**src/rtl/pe_tg_pkg.sv**
```systemverilog
// Shared definitions for the traffic-generating PE: pattern codes, FSM
// encoding, flit field layout helpers and the injection LFSR.
package pe_tg_pkg;

   typedef enum logic [2:0] {
      PAT_RANDOM     = 3'd0,
      PAT_COMPLEMENT = 3'd1,
      PAT_REVERSE    = 3'd2,
      PAT_ROTATION   = 3'd3,
      PAT_TRANSPOSE  = 3'd4,
      PAT_TORNADO    = 3'd5,
      PAT_NEIGHBOUR  = 3'd6,
      PAT_NEIGHBOUR2 = 3'd7
   } pattern_e;

   typedef enum logic [1:0] {
      ST_IDLE = 2'd0,
      ST_RUN  = 2'd1,
      ST_DONE = 2'd2
   } state_e;

   // Right-shifting Galois form of x^16 + x^14 + x^13 + x^11 + 1
   localparam logic [15:0] LFSR_TAPS = 16'hB400;

   // Flit layout: {head, tail, dest[AW-1:0], 1'b0, timestamp[DW-1:0]}
   function automatic int flit_width(input int dw, input int aw);
      return dw + aw + 3;
   endfunction

   function automatic int flit_dest_lsb(input int dw);
      return dw + 1;
   endfunction

   function automatic int flit_head_bit(input int dw, input int aw);
      return dw + aw + 2;
   endfunction

   function automatic logic [15:0] lfsr_next(input logic [15:0] s);
      return (s >> 1) ^ (s[0] ? LFSR_TAPS : 16'h0000);
   endfunction

endpackage

```
**src/rtl/pe_tg_dest.sv**
```systemverilog
// Combinational synthetic-pattern destination mapping. Results that land
// at or above NUM_PE are folded back once so they always name a real node.
module pe_tg_dest
   import pe_tg_pkg::*;
#(
   parameter int NUM_PE = 4,
   parameter int AW     = 2
) (
   input  pattern_e         pattern,
   input  logic [AW-1:0]    address,
   input  logic [AW-1:0]    rnd,
   output logic [AW-1:0]    dest
);

   localparam logic [AW:0] NPE         = (AW+1)'(NUM_PE);
   localparam logic [AW:0] TORNADO_OFF = (AW+1)'((NUM_PE + 1) / 2);

   logic [AW:0] raw;
   logic [AW:0] folded;

   function automatic logic [AW:0] fold(input logic [AW:0] v);
      return (v >= NPE) ? (v - NPE) : v;
   endfunction

   // Pattern selection; arithmetic patterns wrap modulo NUM_PE themselves
   always_comb begin
      raw = '0;
      case (pattern)
         PAT_RANDOM:     raw = {1'b0, rnd};
         PAT_COMPLEMENT: raw = {1'b0, ~address};
         PAT_REVERSE:    for (int j = 0; j < AW; j++) raw[j] = address[AW-1-j];
         PAT_ROTATION:   for (int j = 0; j < AW; j++) raw[j] = address[(j+1)%AW];
         PAT_TRANSPOSE:  for (int j = 0; j < AW; j++) raw[j] = address[(j+AW/2)%AW];
         PAT_TORNADO:    raw = fold({1'b0, address} + TORNADO_OFF);
         default:        raw = fold({1'b0, address} + (AW+1)'(1));
      endcase
      folded = fold(raw);
      dest   = folded[AW-1:0];
   end

endmodule

```
**src/rtl/pe_traffic_gen.sv**
```systemverilog
// Traffic-generating processing element: injects timestamped single-flit
// packets at a programmable rate and sinks incoming flits, accumulating
// count, error and latency statistics.
module pe_traffic_gen
   import pe_tg_pkg::*;
#(
   parameter int          ADDRESS   = 0,
   parameter int          NUM_PE    = 4,
   parameter int          AW        = 2,
   parameter int          DW        = 32,
   parameter int          PKT_LIMIT = 20,
   parameter logic [15:0] SEED      = 16'hACE1
) (
   input  logic              clk,
   input  logic              rst,
   input  logic              i_start,
   input  logic              i_stop,
   input  logic [2:0]        i_pattern,
   input  logic [7:0]        i_rate,
   output logic [DW+AW+2:0]  o_data,
   output logic              o_data_valid,
   input  logic              i_data_ready,
   input  logic [DW+AW+2:0]  i_data,
   input  logic              i_data_valid,
   output logic              o_data_ready,
   output logic              o_busy,
   output logic              o_done,
   output logic [31:0]       o_sent_cnt,
   output logic [31:0]       o_rcv_cnt,
   output logic [31:0]       o_err_cnt,
   output logic [47:0]       o_lat_sum,
   output logic [DW-1:0]     o_lat_max
);

   localparam int          FW       = flit_width(DW, AW);
   localparam int          DEST_LSB = flit_dest_lsb(DW);
   localparam int          HEAD_BIT = flit_head_bit(DW, AW);
   localparam logic [AW-1:0] ADDR   = AW'(ADDRESS);
   localparam logic [15:0] SEED_MIX = SEED ^ 16'(ADDRESS);
   localparam logic [15:0] SEED_EFF = (SEED_MIX == 16'h0000) ? 16'h0001 : SEED_MIX;

   state_e          state, state_nx;
   logic [DW-1:0]   ts;
   logic [15:0]     lfsr;
   pattern_e        pattern_q, eff_pat;
   logic [7:0]      rate_q, eff_rate;
   logic            valid;
   logic [FW-1:0]   flit;
   logic [31:0]     sent_cnt;
   logic            done;
   logic [AW-1:0]   dest;
   logic            accept, pending, hit_limit, win, launch;
   logic            start_ok, try_inj, finish;
   logic [DW-1:0]   latency;
   logic            unused_rx;

   assign accept    = valid && i_data_ready;
   assign pending   = valid && !accept;
   assign hit_limit = (PKT_LIMIT != 0) && accept && (sent_cnt + 32'd1 == 32'(PKT_LIMIT));
   assign eff_pat   = start_ok ? pattern_e'(i_pattern) : pattern_q;
   assign eff_rate  = start_ok ? i_rate : rate_q;
   assign win       = (eff_rate == 8'hFF) || (lfsr[7:0] < eff_rate);
   assign launch    = try_inj && win;
   assign latency   = ts - i_data[DW-1:0];
   assign unused_rx = ^{i_data[HEAD_BIT -: 2], i_data[DW]};

   pe_tg_dest #(.NUM_PE(NUM_PE), .AW(AW)) u_dest (
      .pattern (eff_pat),
      .address (ADDR),
      .rnd     (lfsr[15:16-AW]),
      .dest    (dest)
   );

   // Next state plus injection eligibility; a start launches in the same cycle
   always_comb begin
      state_nx = state;
      start_ok = 1'b0;
      try_inj  = 1'b0;
      finish   = 1'b0;
      case (state)
         ST_IDLE, ST_DONE: begin
            if (i_start) begin
               start_ok = 1'b1;
               try_inj  = 1'b1;
               state_nx = ST_RUN;
            end
         end
         ST_RUN: begin
            if (hit_limit || (i_stop && !pending)) begin
               finish   = 1'b1;
               state_nx = ST_DONE;
            end else if (!pending && !i_stop) begin
               try_inj  = 1'b1;
            end
         end
         default: state_nx = ST_IDLE;
      endcase
   end

   // FSM state register
   always_ff @(posedge clk) begin
      if (rst) state <= ST_IDLE;
      else     state <= state_nx;
   end

   // Free-running timestamp counter
   always_ff @(posedge clk) begin
      if (rst) ts <= '0;
      else     ts <= ts + DW'(1);
   end

   // Injection LFSR advances only while it is being consulted
   always_ff @(posedge clk) begin
      if (rst)          lfsr <= SEED_EFF;
      else if (try_inj) lfsr <= lfsr_next(lfsr);
   end

   // Run configuration tracks the inputs until a run is in progress
   always_ff @(posedge clk) begin
      if (state != ST_RUN) begin
         pattern_q <= pattern_e'(i_pattern);
         rate_q    <= i_rate;
      end
   end

   // Output flit register: holds until accepted, reloads on the accept cycle
   always_ff @(posedge clk) begin
      if (rst) begin
         valid <= 1'b0;
         flit  <= '0;
      end else if (launch) begin
         valid <= 1'b1;
         flit  <= {2'b11, dest, 1'b0, ts};
      end else if (accept) begin
         valid <= 1'b0;
      end
   end

   // Per-run sent counter and sticky completion flag
   always_ff @(posedge clk) begin
      if (rst) begin
         sent_cnt <= '0;
         done     <= 1'b0;
      end else begin
         if (start_ok)    sent_cnt <= '0;
         else if (accept) sent_cnt <= sent_cnt + 32'd1;
         if (start_ok)    done <= 1'b0;
         else if (finish) done <= 1'b1;
      end
   end

   // Receive statistics, cumulative across runs
   always_ff @(posedge clk) begin
      if (rst) begin
         o_rcv_cnt <= '0;
         o_err_cnt <= '0;
         o_lat_sum <= '0;
         o_lat_max <= '0;
      end else if (i_data_valid) begin
         o_rcv_cnt <= o_rcv_cnt + 32'd1;
         o_lat_sum <= o_lat_sum + 48'(latency);
         if (latency > o_lat_max) o_lat_max <= latency;
         if (i_data[DEST_LSB +: AW] != ADDR) o_err_cnt <= o_err_cnt + 32'd1;
      end
   end

   assign o_data       = flit;
   assign o_data_valid = valid;
   assign o_data_ready = 1'b1;
   assign o_busy       = (state == ST_RUN);
   assign o_done       = done;
   assign o_sent_cnt   = sent_cnt;

endmodule
```
**config.mk**
```make
export PLATFORM = sky130hd
export DESIGN_NAME = pe_traffic_gen
export DESIGN_NICKNAME = d
export VERILOG_FILES = /design/src/rtl/pe_tg_pkg.sv /design/src/rtl/pe_tg_dest.sv /design/src/rtl/pe_traffic_gen.sv
export SDC_FILE = /design/constraint.sdc
export NUM_CORES = 1
export LEC_CHECK = 0
export CAP_MARGIN = 20
export CORE_ASPECT_RATIO = 0.9
export CORE_MARGIN = 3
export CORE_UTILIZATION = 49
export DETAILED_ROUTE_END_ITERATION = 8
export PLACE_DENSITY = 0.72
export SYNTH_ARGS = -nofsm -noshare
export SYNTH_HDL_FRONTEND = slang
export SYNTH_HIERARCHICAL = 1
export SYNTH_SLANG_ARGS = --single-unit
```
**constraint.sdc**
```tcl
create_clock -name clk -period 7.75 [get_ports clk]
set_input_delay 1.1625 -clock clk [delete_from_list [all_inputs] [get_ports clk]]
set_output_delay 1.1625 -clock clk [all_outputs]
set_load 0.05 [all_outputs]
```
==> summary by stage, run 1 <==
Clock tree
Counting the buffers created by CTS gives 30. The insertion delay to the later sink of the worst-skew pair is 0.56 ns. The maximum root-to-sink buffer count is 3. The clock tree from TritonCTS is yes.

Post-CTS timing repair inserted 0 buffers for setup. The count of clock tree sinks is 274. The post-cts hold buffer count is 0. The count of cells resized by post-cts repair is 0. In this run the number of H-tree levels came out at 1. CTS placed an instance of clkbuf_16 at the clock tree root. The clock slew at the register clock pins of the worst setup and hold paths is 0.06 ns.

Floorplan
The initialized floorplan defines 62 standard-cell rows. The I/O pin total is 271. Measured along the x axis, the die boundary spans 198 um. For this configuration, the core starts out at a cell density of 0.504. The height of the die is 179 um. The core region is 32300 um2. The die covers 35500 um2.

Timing
The number of failing hold endpoints at the final stage is 0. The number of max-slew violations in the final report is 0. The summed negative setup slack over all endpoints is 0 ns. The final critical-path share of the clock period is 0.800.

Headroom to the max-slew limit came out at 0.310. For the pin with the worst max-slew slack, the measured transition is 1.03 ns. The minimum period implied by the final worst setup slack is 6.20 ns. Setup violations remaining at the end of the flow were counted as 0. Static timing analysis puts the maximum clock frequency at 0.161 GHz. The clock skew after layout is 0.0132 ns.

Setup repair after global routing left no endpoint under its margin.

Final layout
The number of fill cells is 2861. The layout net count is 2342. Relative to the synthesized area, the layout overhead comes to 24.1%. The fraction of final layout cells sized beyond drive strength 1 is 0.0481.

The footprint of the flip-flops and latches is 5600 um2. Leaving out fill and tap cells, the most frequent cells in the layout are 263 x clkdlybuf4s50_1, 263 x dfxtp_1, 219 x nor2_1. In the final layout, the multi-input gates occupy 9960 um2.

The number of inserted diodes is 0.

Synthesis
After synthesis, the mean cell area works out to 8.35 um2. The cell type with the highest aggregate area in the netlist is dfxtp_1. Yosys printed 6 warnings. The share of flip-flops with an asynchronous set or reset after synthesis is 0. The number of synthesized register bits is 274.

Synthesis instantiated 88 different standard cells from the library. Counting flops with a built-in enable in the synthesized netlist gives 11. The cell count after synthesis is 1952. In this run the cell area of the synthesized design comes to 16300 um2. In the post-synthesis netlist, the biggest area contributors are dfxtp_1 32%, ha_1 8.2%, mux2i_1 5.6%, nor2_1 5.0%, nand2_1 5.0%. The area share of the leading cell type in the synthesized netlist is 0.323.

For this run, the leading register cell type out of synthesis is dfxtp_1. The sequential cell area fraction in the yosys report is 0.343.

Min path
In this run the most critical hold path is launched from state[1]. Counting instances, the worst hold path has a depth of 2. The worst hold path terminates at state[1].

The min-delay analysis places its worst path in the category register to register.

Detailed routing
For this run, design rule violations remaining after detail routing come to 0. For this block, the routed nets add up to 44100 um of wire. The detailed router finished its first iteration with 842 violations. The residual antenna-violating net count after detailed routing is 0. The final route contains 14700 vias. The first detailed-routing pass took 5 iterations. The detail-routed via count per cell is 5.62. The routed length per placed instance is 16.9 um.

Pwr
The worst ir drop on vdd is 236 uV. In this run the power density over the cells is 206 nW/um2. The analysis attributes to cell leakage a power of 7.87 nW. The completed layout was analyzed and its total power is 4.17 mW.

Critical path
The end of the worst register-to-register path is o_lat_sum[37]. The sort of element at the end of the critical path is a register. The signal arrival time at the worst endpoint is 6.64 ns. The path type of the worst setup path is input port to register. In this run the register-to-register setup slack is 2.12 ns.

The startpoint type of the worst setup path is an input port. The origin of the critical flop-to-flop path is ts[0]. In this run the worst path has a maximum fanout of 15. The data required time of the worst path is 8.19 ns. The depth of the most critical reg-to-reg path is 21.

Placed design
The quantity of I/O buffers inserted on ports is 265. The wire-length estimate of the detail-placed layout is 32500 um. At the end of routability-driven placement, the weighted congestion stood at 0.873.

Run status
The flow ran to the end, and the final reports show no timing, DRC or antenna violations.

Global route
The number of antenna violations at the first check in global routing is 0. The first-pass GRT wire length is 70600 um. Global routing finished with a remaining overflow of 0. The combined global-route utilization of all metal layers is 0.239. The via count of the first global-routing pass is 13500. Entering global routing, the biggest net connects 104 pins.

Run
Max-cap violations in this run came to 0.
logic make-up (layout without fill, tap and decap cells):
family | after synthesis | after routing | share of synthesized area
buf+inv | 186 | 427 | 0.0490
other cells | 2 | 12 | 0.000461
flops | 274 | 274 | 0.343
simple gates | 757 | 757 | 0.228
compound gates | 365 | 365 | 0.148
xor+xnor | 160 | 160 | 0.0859
fa+ha+maj | 109 | 109 | 0.0846
mux | 99 | 99 | 0.0613
per-layer routing:
layer,up-vias,share of wire,global-route usage
met1,6887,0.48,0.350
met3,35,0.081,0.0513
met2,444,0.43,0.365
met4,0,0.016,0.0448
met5,-,0,0
li1,7344,-,-
flip-flops by register name (all words and copies together) (netlist names):
| signal | cells |
|---|---|
| o_done | 1 |
| ts | 32 |
| o_rcv_cnt | 32 |
| o_err_cnt | 32 |
| o_data | 35 |
| lfsr | 16 |
| state | 2 |
| o_sent_cnt | 32 |
| o_lat_sum | 48 |
| rate_q | 8 |
| o_data_valid | 1 |
| pattern_q | 3 |
| o_lat_max | 32 |
synthesized netlist by cell type (7+ instances only):
master and instances:
ha_1 107, buf_1 12, nor2_1 219, edfxtp_1 11
and4_1 11, and2_1 18, o21a_1 15, o31ai_1 15
nand2_1 217, o21ai_0 73, o211ai_1 8, inv_1 97
nand2b_1 7, a31oi_1 10, mux2i_1 92, nor4_1 10
a21oi_1 103, nor2b_1 22, or4_1 11, clkbuf_1 49
buf_2 15, or3_1 36, a211oi_1 17, a31o_2 9
nor3_1 44, mux2_2 7, and3_1 31, a21o_1 30
or2_2 12, nand4_1 46, nand3_1 49, xor2_1 90
xnor2_1 70, dfxtp_1 263
power breakdown:
group	leakage (nW)	total (mW)	internal [mW]	switching (mW)
Sequential	2.25	1.56	1.49	0.0673
Combinational	5.10	1.08	0.413	0.666
Clock	0.521	1.53	0.933	0.601
Total	7.87	4.17	2.84	1.33
metrics by stage:
step / std cells / instance area, um2 / setup slack (ns) / utilization / hold WS (ns)
2_1_floorplan: 1962 / 16300 / 1.88 / - / 0.431
3_3_place_gp: 2563 / 19200 / 1.17 / 0.592 / 0.435
3_5_place_dp: 2563 / 19200 / 1.01 / 0.592 / 0.444
4_1_cts: 2619 / 20200 / 1.59 / 0.625 / 0.454
5_1_grt: 2619 / 20200 / 1.24 / 0.625 / 0.482
6_report: 2619 / 20200 / 1.55 / 0.625 / 0.454
worst max path at each step:
stage / cells after the start / start / to
final: 21 / i_data[0] / o_lat_sum[37]
after global routing: 21 / i_data[0] / o_lat_sum[37]
after CTS: 21 / i_data[0] / o_lat_sum[37]
after detailed placement: 21 / i_data[0] / o_lat_sum[37]
after global placement: 21 / i_data[0] / o_lat_sum[37]
after floorplan: 20 / i_data[0] / o_lat_sum[37]
final cells by class:
cell class                      instances  area share
Clock buffer                           43      0.0440
Timing Repair Buffer                  273       0.134
Clock inverter                         13     0.00903
Inverter                               98      0.0182
Multi-Input combinational cell       1502       0.492
Tap cell                              416      0.0257
Sequential cell                       274       0.277
critical path, cell delays in order:
cell             delay [ns]
clkdlybuf4s50_1        0.47
ha_1                   0.17
inv_1                  0.06
fa_1                   0.39
a21oi_1                0.20
nand4b_1               0.17
a21oi_1                0.11
o41ai_1                0.31
buf_4                  0.21
o31ai_1                0.08
a211o_1                0.32
and2_1                 0.20
ha_1                   0.37
a21o_1                 0.21
a21o_1                 0.18
a2111oi_0              0.43
nor3_1                 0.14
a221oi_1               0.46
o2111a_1               0.59
nor4_1                 0.11
mux2_2                 0.28
Note: power is estimated with default switching activity, not from simulation.
==> inputs of run 2 (changes only) <==
--- a/config.mk
+++ b/config.mk
@@ -10,7 +10,7 @@
 export CORE_MARGIN = 3
 export CORE_UTILIZATION = 49
 export DETAILED_ROUTE_END_ITERATION = 8
-export PLACE_DENSITY = 0.72
+export PLACE_DENSITY = 0.75
 export SYNTH_ARGS = -nofsm -noshare
 export SYNTH_HDL_FRONTEND = slang
 export SYNTH_HIERARCHICAL = 1
==> constraint.sdc (replaced) <==
create_clock -name clk -period 5.4 [get_ports clk]
set_input_delay 0.81 -clock clk [delete_from_list [all_inputs] [get_ports clk]]
set_output_delay 0.81 -clock clk [all_outputs]
set_load 0.05 [all_outputs]
==> run 2 against run 1 <==
Effect of this change: clock power up 45%; via count grew 3.2%; largest cell class unchanged; first-iteration DRC count down 5.6%; critical path type unchanged.
==> summary by stage, run 2 (synthesis gave the netlist of run 1 again) <==
Critical path
The largest fanout on the critical path came to 14 (-1). The signal arrival time at the worst endpoint is 5.63 ns (-1.01 ns). The data required time of the worst path is 5.88 ns (-2.31 ns). The startpoint type of the worst setup path is an input port. The critical path is of the input port to register type. The sort of element at the end of the critical path is a register.

The depth of the most critical reg-to-reg path came to 23 (+9.5%).

Detailed routing
The post-route DRC violation count is 0 (unchanged). The final wirelength is 45200 um (+2.4%). The met2 wire length is 19700 um (+5.1%). The residual antenna-violating net count after detailed routing is 0 (unchanged). The length of routed wiring on met1 is 21200 um (+0.27%). The wire length on met3 is 3260 um (-8.8%). The routed length per placed instance was 16.3 um (-3.1%). The number of detailed-route iterations in the first pass is 5 (unchanged). After detailed routing, no signal wire sits above met5. The overall via count from detail_route is 15200 (+3.2%). The number of design-rule violations left by the first detailed-router iteration is 795 (-5.6%).

The detail-routed via count per cell is 5.48 (-2.4%).

Timing
The worst hold slack is 0.457 ns (+0.00311 ns). The transition time of the tightest slew-check pin is 0.896 ns (-0.134 ns). The number of failing hold endpoints at the final stage is 0 (unchanged).

The maximum clock frequency is 0.194 GHz. The count of endpoints failing setup in the final report is 0 (unchanged). The final worst slack came to 0.253 ns (-1.29 ns). The number of max-slew violations in the final report is 0 (unchanged).

Of the available clock period, the critical path in the final layout requires 0.953. The clock skew after layout is 0.0145 ns (+0.00130 ns). Counting I/O delays and the setup requirement, the final critical path takes 5.15 ns.

The worst slew margin relative to its limit came to 0.403 (+0.0926).

Final layout
The largest register by flop count is o_lat_sum. The area added between synthesis and finish is 32.1%. The layout net count was 2493 (+6.4%).

The number of flip-flops in the largest register is 48 (unchanged). The number of fill cells was 2596 (-9.3%). The fraction of final layout cells sized beyond drive strength 1 is 0.117 (+0.0688). The library cells used most frequently in the layout, excluding fill and tap cells, are 263 x clkdlybuf4s50_1, 263 x dfxtp_1, 218 x nor2_1. The number of inserted diodes is 0 (unchanged).

Global route
The combined global-route utilization of all metal layers came to 0.244 (+0.00472). The number of antenna violations at the first check in global routing is 1 (+1). The largest net degree at the start of global routing is 113 (+8.7%). The leftover overflow at the end of global routing is 0 (unchanged).

The via count of the first global-routing pass is 14200 (+5.0%). The first-pass GRT wire length is 71900 um (+1.8%).

Min path
The path class of the tightest hold or removal check is register to register. The cell depth of the worst hold path is 2 (unchanged).

Placed design
The detailed-placement wirelength estimate is 33400 um (+2.9%). The quantity of I/O buffers inserted on ports is 265 (unchanged). The worst slack after detailed placement was -0.554 ns (-1.56 ns).

The final estimated routing congestion in global placement is 0.900 (+3.1%).

Clock tree
The insertion delay to the later sink of the worst-skew pair was 0.56 ns (about the same). The clock slew at the register clock pins of the worst setup and hold paths is 0.06 ns (about the same). The count of clock tree sinks came to 274 (unchanged). The maximum root-to-sink buffer count came to 3 (unchanged).

The number of levels the H-tree was split into is 1 (unchanged). The number of clock buffers inserted by TritonCTS is 31 (+3.3%). CTS placed an instance of clkbuf_16 at the clock tree root. The clock tree from TritonCTS is yes.

Floorplan
The starting density of the core is 0.504 (unchanged). The site row count was 62 (unchanged). The horizontal die dimension came to 198 um (unchanged).

The I/O pin total is 271 (unchanged). The placeable core region is 32300 um2 (unchanged). The height of the die came to 179 um (unchanged). The die footprint is 35500 um2 (unchanged).

Pwr
The total power divided by cell area is 289 nW/um2 (+40%). The static leakage came to 8.66 nW (+10%). The worst ir drop on vdd is 220 uV (-6.9%).

Run
The number of violations of the max-capacitance limit was 0 (unchanged).

Run status
The flow ran to the end, and the final reports show no timing, DRC or antenna violations.
## run 2: cell count changes in the layout (fill, tap and decap cells not counted), moves of 2 or more
cell       previous run  this run
a2111oi_0             6         4
a21oi_1             103       100
a21oi_2               0         3
buf_12                0         4
buf_4                 8       153
clkinv_2              4         1
inv_6                 0         2
o21ai_0              73        71
xnor2_1              70        68
## run 2: per-stage QoR
step | TNS (ns) | cell area [um2] | std cells | util | total power [mW]
floorplan | 0 | 16300 | 1962 | - | 3.39
CTS | 0 | 21400 | 2765 | 0.662 | 6.22
global route | -0.0265 | 21500 | 2768 | 0.666 | 6.50
global placement | -16.95 | 20300 | 2710 | 0.628 | 3.95
detailed placement | -24.35 | 20300 | 2710 | 0.628 | 3.98
finish | 0 | 21500 | 2768 | 0.666 | 6.22
## run 2: worst max-delay path: stages
cell and delay, ns:
clkdlybuf4s50_1 0.46, inv_1 0.05, ha_1 0.34, a2111oi_0 0.42, buf_4 0.19, a21oi_1 0.07, buf_4 0.16, a21o_1 0.16
a21oi_1 0.16, xnor2_1 0.34, ha_1 0.30, a21oi_1 0.11, o211ai_1 0.29, a41oi_2 0.22, o21ai_2 0.12, a31oi_1 0.17
o2111a_2 0.34, buf_12 0.15, or4b_2 0.62, a21oi_1 0.15
## run 2: worst paths after layout
| check | end | slack (ns) | from |
|---|---|---|---|
| worst min-delay path | o_data[14] | 0.46 | o_data[14] |
| worst max register to register | o_lat_sum[38] | 0.54 | ts[0] |
| worst max-delay path | o_lat_sum[39] | 0.25 | i_data[6] |
| worst min register to register | o_data[14] | 0.46 | o_data[14] |
## run 2: where the power goes
part           leakage [nW]  total [mW]  switching, mW  internal [mW]
Sequential             2.25        2.23         0.0929           2.14
Combinational          5.89        1.76           1.01          0.752
Clock                 0.529        2.22          0.857           1.37
## run 2: final cells by class
| cell class | count | area, um2 | area share |
|---|---|---|---|
| flip-flops and latches | 274 | 5600 | 0.260 |
| clock buffers | 44 | 916 | 0.0425 |
| inverters | 98 | 368 | 0.0171 |
| repair buffers | 423 | 3880 | 0.180 |
| well taps | 416 | 520 | 0.0242 |
| clock inverters | 11 | 173 | 0.00802 |
| multi-input cells | 1502 | 10100 | 0.468 |
## run 2: repair_timing
| item | CTS | global route |
|---|---|---|
| buffers inserted | 0 | 2 |
| gates resized for setup | 0 | 28 |
| hold buffers | 0 | 0 |
| setup endpoints to repair | 0 | 51 |
## run 2: layer usage
| layer | up-vias | global-route usage |
|---|---|---|
| met3 | 74 | 0.0543 |
| met1 | 7009 | 0.348 |
| li1 | 7651 | - |
| met4 | 2 | 0.0537 |
| met2 | 440 | 0.379 |
| met5 | - | 0 |
==> inputs of run 3 (changes only) <==
--- a/config.mk
+++ b/config.mk
@@ -7,9 +7,10 @@
 export LEC_CHECK = 0
 export CAP_MARGIN = 20
 export CORE_ASPECT_RATIO = 0.9
-export CORE_MARGIN = 3
+export CORE_MARGIN = 8
 export CORE_UTILIZATION = 49
 export DETAILED_ROUTE_END_ITERATION = 8
+export MAX_ROUTING_LAYER = met4
 export PLACE_DENSITY = 0.75
 export SYNTH_ARGS = -nofsm -noshare
 export SYNTH_HDL_FRONTEND = slang
==> run 3 against run 2 <==
Effect of this change: setup slack worse by 0.0065 ns; total power down 2.5%; non-clock buffer count up 6; count of clock-buffer cells in the layout down 5; largest cell class unchanged; largest power group unchanged.
==> summary by stage, run 3 (synthesis gave the netlist of run 1 again) <==
Floorplan
The height of the die came to 189 um (+5.6%). The I/O pin total is 271 (unchanged). The horizontal die dimension is 208 um (+5.0%). The placeable core region is 32900 um2 (+1.6%). The site row count is 63 (+1.6%). The die footprint is 39400 um2 (+11%).

The starting density of the core is 0.496 (-0.00800).

Timing
The clock skew after layout is 0.0139 ns (-0.000589 ns). The final critical-path share of the clock period is 0.954 (+0.00121). The number of max-slew violations in the final report is 0 (unchanged). The summed negative setup slack over all endpoints is 0 ns (unchanged). The count of endpoints failing setup in the final report is 0 (unchanged). The final worst slack is 0.246 ns (-0.00652 ns).

The minimum period implied by the final worst setup slack is 5.15 ns (+0.00652 ns). The worst slew margin relative to its limit is 0.418 (+0.0157). The maximum clock frequency is 0.194 GHz (-0.13%). The worst hold slack is 0.452 ns (-0.00482 ns). The transition time of the tightest slew-check pin came to 0.872 ns (-0.0236 ns). The number of failing hold endpoints at the final stage was 0 (unchanged).

Min path
The worst hold-check path type is register to register.

Pwr
The total power draw is 6.06 mW (-2.5%). The worst ir drop on vdd is 252 uV (+15%). The static leakage is 8.63 nW (-0.36%). The total power divided by cell area came to 283 nW/um2 (-2.1%).

Placed design
The worst slack after detailed placement came to -0.610 ns (-0.0554 ns). The detailed-placement wirelength estimate is 35300 um (+5.7%). The cell area reported after detailed placement is 20300 um2 (about the same).

The final estimated routing congestion in global placement is 0.942 (+4.7%). The total instance count after detailed placement came to 2719 (+0.33%). The quantity of I/O buffers inserted on ports was 265 (unchanged).

Global route
The largest net degree at the start of global routing came to 101 (-11%). The combined global-route utilization of all metal layers is 0.236 (-0.00765). The leftover overflow at the end of global routing is 0 (unchanged). The via count of the first global-routing pass is 14900 (+5.3%). The number of antenna violations at the first check in global routing is 0 (-1). The first-pass GRT wire length is 76500 um (+6.4%).

Detailed routing
The final wirelength is 47100 um (+4.3%). The routed length per placed instance was 17.0 um (+3.8%). The number of design-rule violations left by the first detailed-router iteration is 969 (+22%). The post-route DRC violation count came to 0 (unchanged). The residual antenna-violating net count after detailed routing came to 0 (unchanged). The overall via count from detail_route was 15400 (+1.7%). The number of detailed-route iterations in the first pass is 5 (unchanged). The detail-routed via count per cell is 5.55 (+1.3%).

Final layout
The post-layout instance count excluding filler cells is 2779 (+0.40%). The area occupied by multi-input gates is 10100 um2 (about the same). The number of flip-flops in the largest register is 48 (unchanged).

Counting flops per register, the top entry is o_lat_sum. The footprint of the flip-flops and latches is 5600 um2 (unchanged). The fraction of final layout cells sized beyond drive strength 1 was 0.118 (+0.00145).

Relative to the synthesized area, the layout overhead comes to 31.6%. The number of inserted diodes is 0 (unchanged). The number of fill cells is 2734 (+5.3%). The final core area utilization was 0.653 (-0.0129). The top cell types in the final layout, fill and taps aside, are 263 x clkdlybuf4s50_1, 263 x dfxtp_1, 218 x nor2_1. The layout net count is 2498 (+0.20%). The post-layout instance area is 21500 um2 (-0.36%).

Run status
The flow ran to the end, and the final reports show no timing, DRC or antenna violations.

Clock tree
The maximum root-to-sink buffer count is 3 (unchanged). The clock tree from TritonCTS is yes. The insertion delay to the later sink of the worst-skew pair is 0.57 ns (about the same). The number of levels the H-tree was split into is 1 (unchanged).

The clock slew at the register clock pins of the worst setup and hold paths is 0.06 ns (about the same). The count of clock tree sinks came to 274 (unchanged). The root buffer cell chosen for the clock tree is clkbuf_16. The number of clock buffers inserted by TritonCTS is 30 (-3.2%). The post-cts hold buffer count is 0 (unchanged).

Critical path
The signal arrival time at the worst endpoint is 5.65 ns (+0.02 ns). The critical path is of the input port to register type. The data required time of the worst path was 5.90 ns (+0.02 ns). The worst setup path is launched from an input port. The largest fanout on the critical path is 5 (-9).

The worst setup path is captured at a register.

Run
The number of violations of the max-capacitance limit came to 0 (unchanged).
run 3: final cells by class:
type	count	share of cell area
clock buffer	39	0.0389
inverter	98	0.0171
multi-input combinational	1502	0.469
sequential	274	0.261
timing repair buffer	429	0.182
tap	422	0.0246
clock inverter	15	0.00723
run 3: path summary, 6_finish.rpt:
kind,cells after the start,startpoint,slack [ns],endpoint
hold / removal,2,o_data[17],0.45,o_data[17]
hold reg to reg,2,o_data[17],0.45,o_data[17]
setup reg to reg,22,ts[0],0.45,o_lat_max[26]
setup / recovery,23,i_data[0],0.25,o_lat_sum[39]
run 3: what timing repair did:
item	in CTS	in global routing
hold endpoints to repair	0	0
buffers inserted	0	5
pin swaps	1	8
gates resized for setup	0	28
gates cloned	0	1
setup endpoints to repair	5	52
run 3: routing by layer:
layer / up-vias / track usage / routed length (um)
met3: 94 / 0.0552 / 3480
met1: 7226 / 0.308 / 21400
met2: 452 / 0.364 / 20900
met4: 0 / 0.0644 / 1370
li1: 7661 / - / -
met5: - / - / 0
run 3: where the power goes:
group          internal (mW)  leakage, nW  total (mW)  switching, mW
sequential              2.14         2.25        2.23         0.0913
clock                   1.23        0.483        2.07          0.848
combinational          0.745         5.90        1.76           1.01
run 3: critical path, stage by stage:
cell and delay (ns):
clkdlybuf4s50_1 0.46, ha_2 0.18, inv_1 0.05, fa_2 0.36, a21oi_2 0.18, nand4b_1 0.19
a21oi_2 0.10, o41ai_4 0.36, buf_4 0.20, o21ai_0 0.09, xor2_1 0.23, buf_4 0.17
ha_1 0.29, buf_4 0.12, nand2_1 0.08, o211ai_1 0.14, a41oi_2 0.19, o21ai_2 0.10
a31oi_1 0.10, buf_4 0.16, o2111a_2 0.29, or4b_2 0.64, a21oi_1 0.16
